<file path="config.mk">
export PLATFORM = sky130hd
export DESIGN_NAME = apb_arbiter_2x1
export DESIGN_NICKNAME = d
export VERILOG_FILES = /design/src/rtl/apb_arbiter_2x1.sv
export SDC_FILE = /design/constraint.sdc
export NUM_CORES = 1
export LEC_CHECK = 0
export CAP_MARGIN = 20
export CORE_UTILIZATION = 41
export CTS_CLUSTER_DIAMETER = 40
export DETAILED_ROUTE_END_ITERATION = 8
export GPL_TIMING_DRIVEN = 1
export PLACE_DENSITY = 0.77
export SLEW_MARGIN = 25
export SYNTH_ARGS = -nofsm -noshare
export SYNTH_HDL_FRONTEND = slang
export SYNTH_SLANG_ARGS = --single-unit
</file>
<file path="constraint.sdc">
create_clock -name clk -period 2.36 [get_ports clk]
set_clock_uncertainty 0.2 [all_clocks]
set_input_delay 0.472 -clock clk [delete_from_list [all_inputs] [get_ports clk]]
set_output_delay 0.472 -clock clk [all_outputs]
set_load 0.02 [all_outputs]
</file>
<file path="src/rtl/apb_arbiter_2x1.sv">
// Two-requester APB arbiter: round-robin grant onto a single downstream APB port,
// with an ACCESS-phase timeout that turns a hung slave into a pslverr response.
module apb_arbiter_2x1 #(
    parameter int ADDR_WIDTH = 20,
    parameter int DATA_WIDTH = 16,
    parameter int TIMEOUT    = 255
) (
    input  logic                  clk,
    input  logic                  rst,
    input  logic                  s0_psel,
    input  logic                  s0_penable,
    input  logic                  s0_pwrite,
    input  logic [ADDR_WIDTH-1:0] s0_paddr,
    input  logic [DATA_WIDTH-1:0] s0_pwdata,
    output logic                  s0_pready,
    output logic [DATA_WIDTH-1:0] s0_prdata,
    output logic                  s0_pslverr,
    input  logic                  s1_psel,
    input  logic                  s1_penable,
    input  logic                  s1_pwrite,
    input  logic [ADDR_WIDTH-1:0] s1_paddr,
    input  logic [DATA_WIDTH-1:0] s1_pwdata,
    output logic                  s1_pready,
    output logic [DATA_WIDTH-1:0] s1_prdata,
    output logic                  s1_pslverr,
    output logic                  m_psel,
    output logic                  m_penable,
    output logic                  m_pwrite,
    output logic [ADDR_WIDTH-1:0] m_paddr,
    output logic [DATA_WIDTH-1:0] m_pwdata,
    input  logic                  m_pready,
    input  logic                  m_pslverr,
    input  logic [DATA_WIDTH-1:0] m_prdata
);

    typedef enum logic [1:0] {ST_IDLE, ST_SETUP, ST_ACCESS, ST_RESP} state_t;

    localparam int              CNT_W   = 16;
    localparam logic [CNT_W-1:0] TO_LAST = CNT_W'(TIMEOUT - 1);

    logic [1:0]            req_psel;
    logic [1:0]            req_penable;
    logic [1:0]            req_pwrite;
    logic [ADDR_WIDTH-1:0] req_paddr  [2];
    logic [DATA_WIDTH-1:0] req_pwdata [2];

    assign req_psel      = {s1_psel, s0_psel};
    assign req_penable   = {s1_penable, s0_penable};
    assign req_pwrite    = {s1_pwrite, s0_pwrite};
    assign req_paddr[0]  = s0_paddr;
    assign req_paddr[1]  = s1_paddr;
    assign req_pwdata[0] = s0_pwdata;
    assign req_pwdata[1] = s1_pwdata;

    state_t                state_q, state_d;
    logic                  gnt_q, gnt_d;
    logic                  last_q, last_d;
    logic [CNT_W-1:0]      cnt_q, cnt_d;
    logic                  m_psel_q, m_psel_d;
    logic                  m_penable_q, m_penable_d;
    logic                  m_pwrite_q, m_pwrite_d;
    logic [ADDR_WIDTH-1:0] m_paddr_q, m_paddr_d;
    logic [DATA_WIDTH-1:0] m_pwdata_q, m_pwdata_d;
    logic [DATA_WIDTH-1:0] resp_data_q, resp_data_d;
    logic                  resp_err_q, resp_err_d;
    logic [1:0]            pready_q, pready_d;
    logic [1:0]            pslverr_q, pslverr_d;
    logic [DATA_WIDTH-1:0] prdata_q [2];
    logic [DATA_WIDTH-1:0] prdata_d [2];

    logic                  sel;
    logic                  finish;
    logic                  gnt_active;
    logic [DATA_WIDTH-1:0] rsp_data;
    logic                  rsp_err;

    always_comb begin
        state_d     = state_q;
        gnt_d       = gnt_q;
        last_d      = last_q;
        cnt_d       = cnt_q;
        m_psel_d    = m_psel_q;
        m_penable_d = m_penable_q;
        m_pwrite_d  = m_pwrite_q;
        m_paddr_d   = m_paddr_q;
        m_pwdata_d  = m_pwdata_q;
        resp_data_d = resp_data_q;
        resp_err_d  = resp_err_q;
        pready_d    = '0;
        pslverr_d   = '0;
        prdata_d[0] = '0;
        prdata_d[1] = '0;
        sel         = 1'b0;
        finish      = 1'b0;
        rsp_data    = '0;
        rsp_err     = 1'b0;
        // Requester is still in its access phase and can accept the pready pulse.
        gnt_active  = req_psel[gnt_q] & req_penable[gnt_q];

        case (state_q)
            ST_IDLE: begin
                if (|req_psel) begin
                    sel         = (&req_psel) ? ~last_q : req_psel[1];
                    gnt_d       = sel;
                    m_pwrite_d  = req_pwrite[sel];
                    m_paddr_d   = req_paddr[sel];
                    m_pwdata_d  = req_pwdata[sel];
                    m_psel_d    = 1'b1;
                    m_penable_d = 1'b0;
                    cnt_d       = '0;
                    state_d     = ST_SETUP;
                end
            end
            ST_SETUP: begin
                m_penable_d = 1'b1;
                state_d     = ST_ACCESS;
            end
            ST_ACCESS: begin
                if (m_pready) begin
                    rsp_data = m_pwrite_q ? '0 : m_prdata;
                    rsp_err  = m_pslverr;
                    finish   = 1'b1;
                end else if (cnt_q == TO_LAST) begin
                    rsp_err = 1'b1;
                    finish  = 1'b1;
                end else begin
                    cnt_d = cnt_q + 16'd1;
                end
                if (finish) begin
                    resp_data_d = rsp_data;
                    resp_err_d  = rsp_err;
                    m_psel_d    = 1'b0;
                    m_penable_d = 1'b0;
                    cnt_d       = '0;
                    state_d     = ST_RESP;
                    // Fast path: requester already waiting, pulse on the first RESP cycle.
                    if (gnt_active) begin
                        pready_d[gnt_q]  = 1'b1;
                        prdata_d[gnt_q]  = rsp_data;
                        pslverr_d[gnt_q] = rsp_err;
                    end
                end
            end
            ST_RESP: begin
                if (pready_q[gnt_q] || !req_psel[gnt_q]) begin
                    last_d  = gnt_q;
                    state_d = ST_IDLE;
                end else if (gnt_active) begin
                    pready_d[gnt_q]  = 1'b1;
                    prdata_d[gnt_q]  = resp_data_q;
                    pslverr_d[gnt_q] = resp_err_q;
                end
            end
            default: state_d = ST_IDLE;
        endcase
    end

    always_ff @(posedge clk) begin
        if (rst) begin
            state_q     <= ST_IDLE;
            gnt_q       <= 1'b0;
            last_q      <= 1'b1;
            cnt_q       <= '0;
            m_psel_q    <= 1'b0;
            m_penable_q <= 1'b0;
            m_pwrite_q  <= 1'b0;
            m_paddr_q   <= '0;
            m_pwdata_q  <= '0;
            resp_data_q <= '0;
            resp_err_q  <= 1'b0;
            pready_q    <= '0;
            pslverr_q   <= '0;
            prdata_q[0] <= '0;
            prdata_q[1] <= '0;
        end else begin
            state_q     <= state_d;
            gnt_q       <= gnt_d;
            last_q      <= last_d;
            cnt_q       <= cnt_d;
            m_psel_q    <= m_psel_d;
            m_penable_q <= m_penable_d;
            m_pwrite_q  <= m_pwrite_d;
            m_paddr_q   <= m_paddr_d;
            m_pwdata_q  <= m_pwdata_d;
            resp_data_q <= resp_data_d;
            resp_err_q  <= resp_err_d;
            pready_q    <= pready_d;
            pslverr_q   <= pslverr_d;
            prdata_q[0] <= prdata_d[0];
            prdata_q[1] <= prdata_d[1];
        end
    end

    assign m_psel     = m_psel_q;
    assign m_penable  = m_penable_q;
    assign m_pwrite   = m_pwrite_q;
    assign m_paddr    = m_paddr_q;
    assign m_pwdata   = m_pwdata_q;
    assign s0_pready  = pready_q[0];
    assign s0_prdata  = prdata_q[0];
    assign s0_pslverr = pslverr_q[0];
    assign s1_pready  = pready_q[1];
    assign s1_prdata  = prdata_q[1];
    assign s1_pslverr = pslverr_q[1];

endmodule
</file>
# After elaboration in Yosys (flattened, before gate mapping)
# Memories as Yosys holds them, arrays and structs flattened.
# Cells that the tools add are included.
# op_classes
addsub,1
n_lt_le_gt_ge,6
n_eq_ne,9
muxes,60
bitwise,10
n_reduce_logical,16
# ops
op,n
16-bit two-way mux,13
32-bit two-way mux,4
32-bit AND,2
32-bit case mux with 2 select lines,1
20-bit two-way mux,3
16-bit case mux with 2 select lines,1
1-bit two-way mux,21
2-bit two-way mux,10
"16-bit by 1-bit adder with 16-bit output, second input constant",1
16-bit demux with 1-bit select,1
"16-bit by 8-bit == test with 1-bit output, second input constant",1
3-bit AND reduction,3
2-bit case mux with 2 select lines,2
2-bit case mux with 4 select lines,1
2-bit AND reduction,4
"2-bit inequality test, second input constant",3
"3-bit inequality test, second input constant",2
2-bit AND,2
"2-bit == test, second input constant",2
"2-bit greater-or-equal comparator, second input constant",2
"1-bit by 2-bit less-than comparator with 1-bit output, second input constant",2
1-bit NOT with 2-bit output,2
4-bit AND reduction,1
1-bit case mux with 3 select lines,1
15 further kinds,17
# word_totals
regBits,80
ramBits,32
inputBits,98
output_inout_bits,75
n_memories,1
# mem_list
name,words,width,rd,rd_clocked_by_memory_dff,write_ports,line_no,rtl
prdata_q,2,16,2,0,2,68,logic [DATA_WIDTH-1:0] prdata_q [2];

# Longest topological paths before layout
# logic_depth
depth_word,10
ltp_mapped,8

# Worst setup path before layout
# OpenSTA, ideal clock, no wires.
# synth_path
kind,register to register
from,reg cnt_q[0]
to,reg resp_data_q[10]
setup_ps,117
arrival_ps,1913
path_slack_ps,130
stages_incl_launch_ff,8
n_path_buf,1
synth_period_minus_slack_ps,2230
path_cell_list,dfxtp_1 > inv_1 > ha_1 > or4b_4 > o41ai_4 > a21oi_2 > buf_6 > a22o_1
# synth_between
elab_chain_cells,5
# synth_rtl
element,line_no,rtl
"start, declared",58,"logic [CNT_W-1:0] cnt_q, cnt_d;"
"start signal, assigned",179,cnt_q <= cnt_d;
16-bit by 8-bit == test with 1-bit output,123,end else if (cnt_q == TO_LAST) begin
1-bit two-way mux,123,
1-bit two-way mux,119,if (m_pready) begin
1-bit two-way mux,100,case (state_q)
2-bit AND reduction (no source line),-,
"end signal, assigned",185,resp_data_q <= resp_data_d;
"end, declared",64,"logic [DATA_WIDTH-1:0] resp_data_q, resp_data_d;"
# Every way passes these cells. The select of a mux whose other input is x is not followed.
# A chain may end at the register's enable or synchronous reset.

# Worst setup path after layout
# layout_path
from,reg cnt_q[0]
to,reg resp_data_q[4]
# Same word-level chain as after synthesis.

==> metrics.txt <==
outcome complete, no violations; reg2reg path depth 6; Fmax between 400 and 500 MHz; Placed Instances slightly above 800; GP Congestion around 0.84; Max Cap Violations 0; IO buf count around 170; CTS H-tree depth 3; Die Y-Extent 111 µm; via density per instance 5.47; Fillers between 900 and 1,000; register area roughly 2200 µm²; mean cell area of the mapped netlist around 9.5 µm²; vias in the first global route between 4,000 and 5,000; met3 Use GR 5.69%; largest net degree at the start of global routing 53; most common library cell in the layout ignoring fill and taps clkdlybuf4s50_1; Post-CTS Hold Buffers 0; Final ANT Viol Nets 0; Root Driver clkbuf_16; syn nets about 620; setup violators final 0; # clock sinks between 100 and 150; drt drc 0; crit path to resp_data_q[4]; Post-Synthesis Cell Area 4860 µm²; fin cells roughly 840; Worst Setup SP cnt_q[0]; drt total wl 13.7 mm; RSZ-0062 raised after global routing true; static leakage roughly 2.6 nW; Rows 39; Critical Path Slowest Stage Cell or4b_4; DRT Pass-1 Iters 5; wire per inst approximately 16 µm; Layout area overhead 48.8%; number of diodes 0; worst rel slew slack a little over two fifths; CP peak stage delay approximately 0.5 ns; Worst R2R Setup Slack between 0.02 and 0.03 ns; first-pass GRT wire length 22.6 mm; commonest non-fill, non-tap cells in the layout clkdlybuf4s50_1, dfxtp_1, nor2_1; max-slew violations 0; drt initial violations roughly 260; Reg2Reg Launch Point cnt_q[0]; nature of the critical path endpoint register; kind of critical path reg -> reg; multi-input logic area between 2000 and 2500 µm²; Post-Synthesis Cells slightly above 500; final worst path period share between 90% and 100%; Total GRT Usage between 20% and 30%; Final HPWL DP between 9 and 10 mm; Chip Width about 110 µm; worst vdd ir between 500 and 600 µV; cell breakdown of the critical path inv_2 > ha_2 > or4b_4 > o41ai_4 > a21oi_2 > a22o_2; grt peak-use layer met2; nets a little under 800; flop and latch count out of synthesis 112; minimum clock period around 2.3 ns; Pwr Density 830 nW/µm²; Distinct cells, synth 51; total power draw between 6 and 7 mW; Global Route met1 Usage between 20% and 30%; IO Count between 150 and 200; Num CTS Buffers 9; die area 12,300 µm²; largest fanout on the critical path 16; CTS tree built; initial core utilization a little over two fifths; share of cells above drive strength 1 approximately an eighth; Placeable Area 11,500 µm²; crit path DAT 2.37 ns; vias between 4,000 and 5,000; Reg-to-Reg End resp_data_q[4]; Hold/Removal Path Class in -> reg; sequential fraction of the synthesis area about 46%; worst slew pin tran about 0.85 ns; startpoint type of the worst setup path register; CP required between 2 and 2.5 ns; met2 usage 40.4%; initial antenna violation count 0; Remaining Overflow, GRT 0; number of synthesis warnings 0; Clock Latency Late Sink 0.34 ns; Clk pin slew, worst setup/hold paths about 0.08 ns; Clock Tree Buf Depth 2; Final Hold Fails 0
-- how the worst min path moves through the flow --
stage	from	to	slack, ns	cells past startpoint
4_1_cts	rst	last_q	0.21	2
3_5_place_dp	resp_data_q[15]	resp_data_q[15]	0.29	1
5_1_grt	rst	last_q	0.25	2
6_report	rst	last_q	0.23	2
3_3_place_gp	m_penable	m_penable	0.27	2
2_1_floorplan	last_q	last_q	0.23	1
-- area by class of cell --
cell class                      instances  share of cell area (%)
Multi-Input combinational cell        350                    33.6
Sequential cell                       112                    31.0
Timing Repair Buffer                  210                    28.6
Clock buffer                           10                    3.16
Tap cell                              143                    2.47
Clock inverter                          6                   0.812
Inverter                                7                   0.363
-- synth_stat cells, drive strengths merged --
cell	n	area share, %
or4b	1	0.28
a22o	16	3.0
clkbuf	25	1.9
nor4bb	1	0.21
a31oi	13	1.7
or2	3	0.39
nor4	2	0.39
nand2b	5	0.64
or3b	1	0.18
buf	18	2.4
o211ai	2	0.31
o32ai	1	0.18
a21oi	5	0.59
a2111o	1	0.23
nand3b	8	1.2
inv	7	0.54
mux2i	41	8.4
nand3	13	1.3
o2111ai	1	0.18
and4	4	0.75
and3	5	0.67
o21a	1	0.15
o41ai	1	0.57
a22oi	33	5.1
or4	1	0.15
a211oi	41	6.4
ha	6	1.5
nand4	15	1.9
nand4b	7	1.3
o21ai	1	0.10
a21boi	1	0.15
nor3b	3	0.57
a211o	1	0.18
nor2	80	6.2
dfxtp	112	46
nand2	15	1.2
nor3	11	1.1
nor2b	1	0.13
a32oi	1	0.18
o31ai	5	0.77
nand4bb	3	0.69
-- flip-flops by register name, summed over array words and instances, names as in the netlist, 2 cells and up --
register and cells:
pslverr_q 2, resp_data_q 16, state_q 2, cnt_q 16
m_pwdata 16, pready_q 2, m_paddr 20, prdata_q 32
-- what timing repair did --
item,4_1_cts,5_1_grt
setup endpoints to repair,0,25
setup buffers,0,1
resized for setup,0,9
-- worst max-delay path, delay by kind of cell, from the launching register on --
family | cells | cell delay (ns)
adders and majority gates | 1 | 0.17
and+or+nand+nor | 1 | 0.50
DFF | 1 | 0.33
buffers and inverters | 1 | 0.05
AOI/OAI and AO/OA | 3 | 0.98
-- per-stage QoR --
stage	util, %	setup TNS [ns]	setup WS [ns]	instance area, µm²	hold slack (ns)
final	63.1	0	0.0263	7240	0.232
after global routing	63.1	-0.135	-0.0281	7240	0.254
after CTS	62.8	0	0.000659	7200	0.211
after detailed placement	60.3	-4.89	-0.180	6910	0.286
after global placement	60.2	-5.45	-0.277	6900	0.271
after floorplan	-	0	0.130	4860	0.230
-- routing by layer --
layer	share of wire (%)	vias up	wire length (µm)
li1	-	2268	-
met1	41	2102	5570
met2	49	189	6730
met3	7.8	21	1070
met4	2.2	0	297
met5	0	-	0
-- cells by family after synthesis --
| family | count (synthesis) | share of synthesized area [%] |
|---|---|---|
| flops | 112 | 46.1 |
| mux | 41 | 8.44 |
| compound gates | 124 | 19.8 |
| simple gates | 179 | 19.3 |
| buf+inv | 50 | 4.84 |
| fa+ha+maj | 6 | 1.54 |
-- power breakdown --
part | total, mW | switching [mW] | internal (mW)
registers | 2.30 | 0.151 | 2.15
clock network | 1.48 | 0.738 | 0.746
logic | 2.22 | 1.19 | 1.03
total | 6.01 | 2.08 | 3.93
No activity file was read; power rests on OpenSTA's default activity.
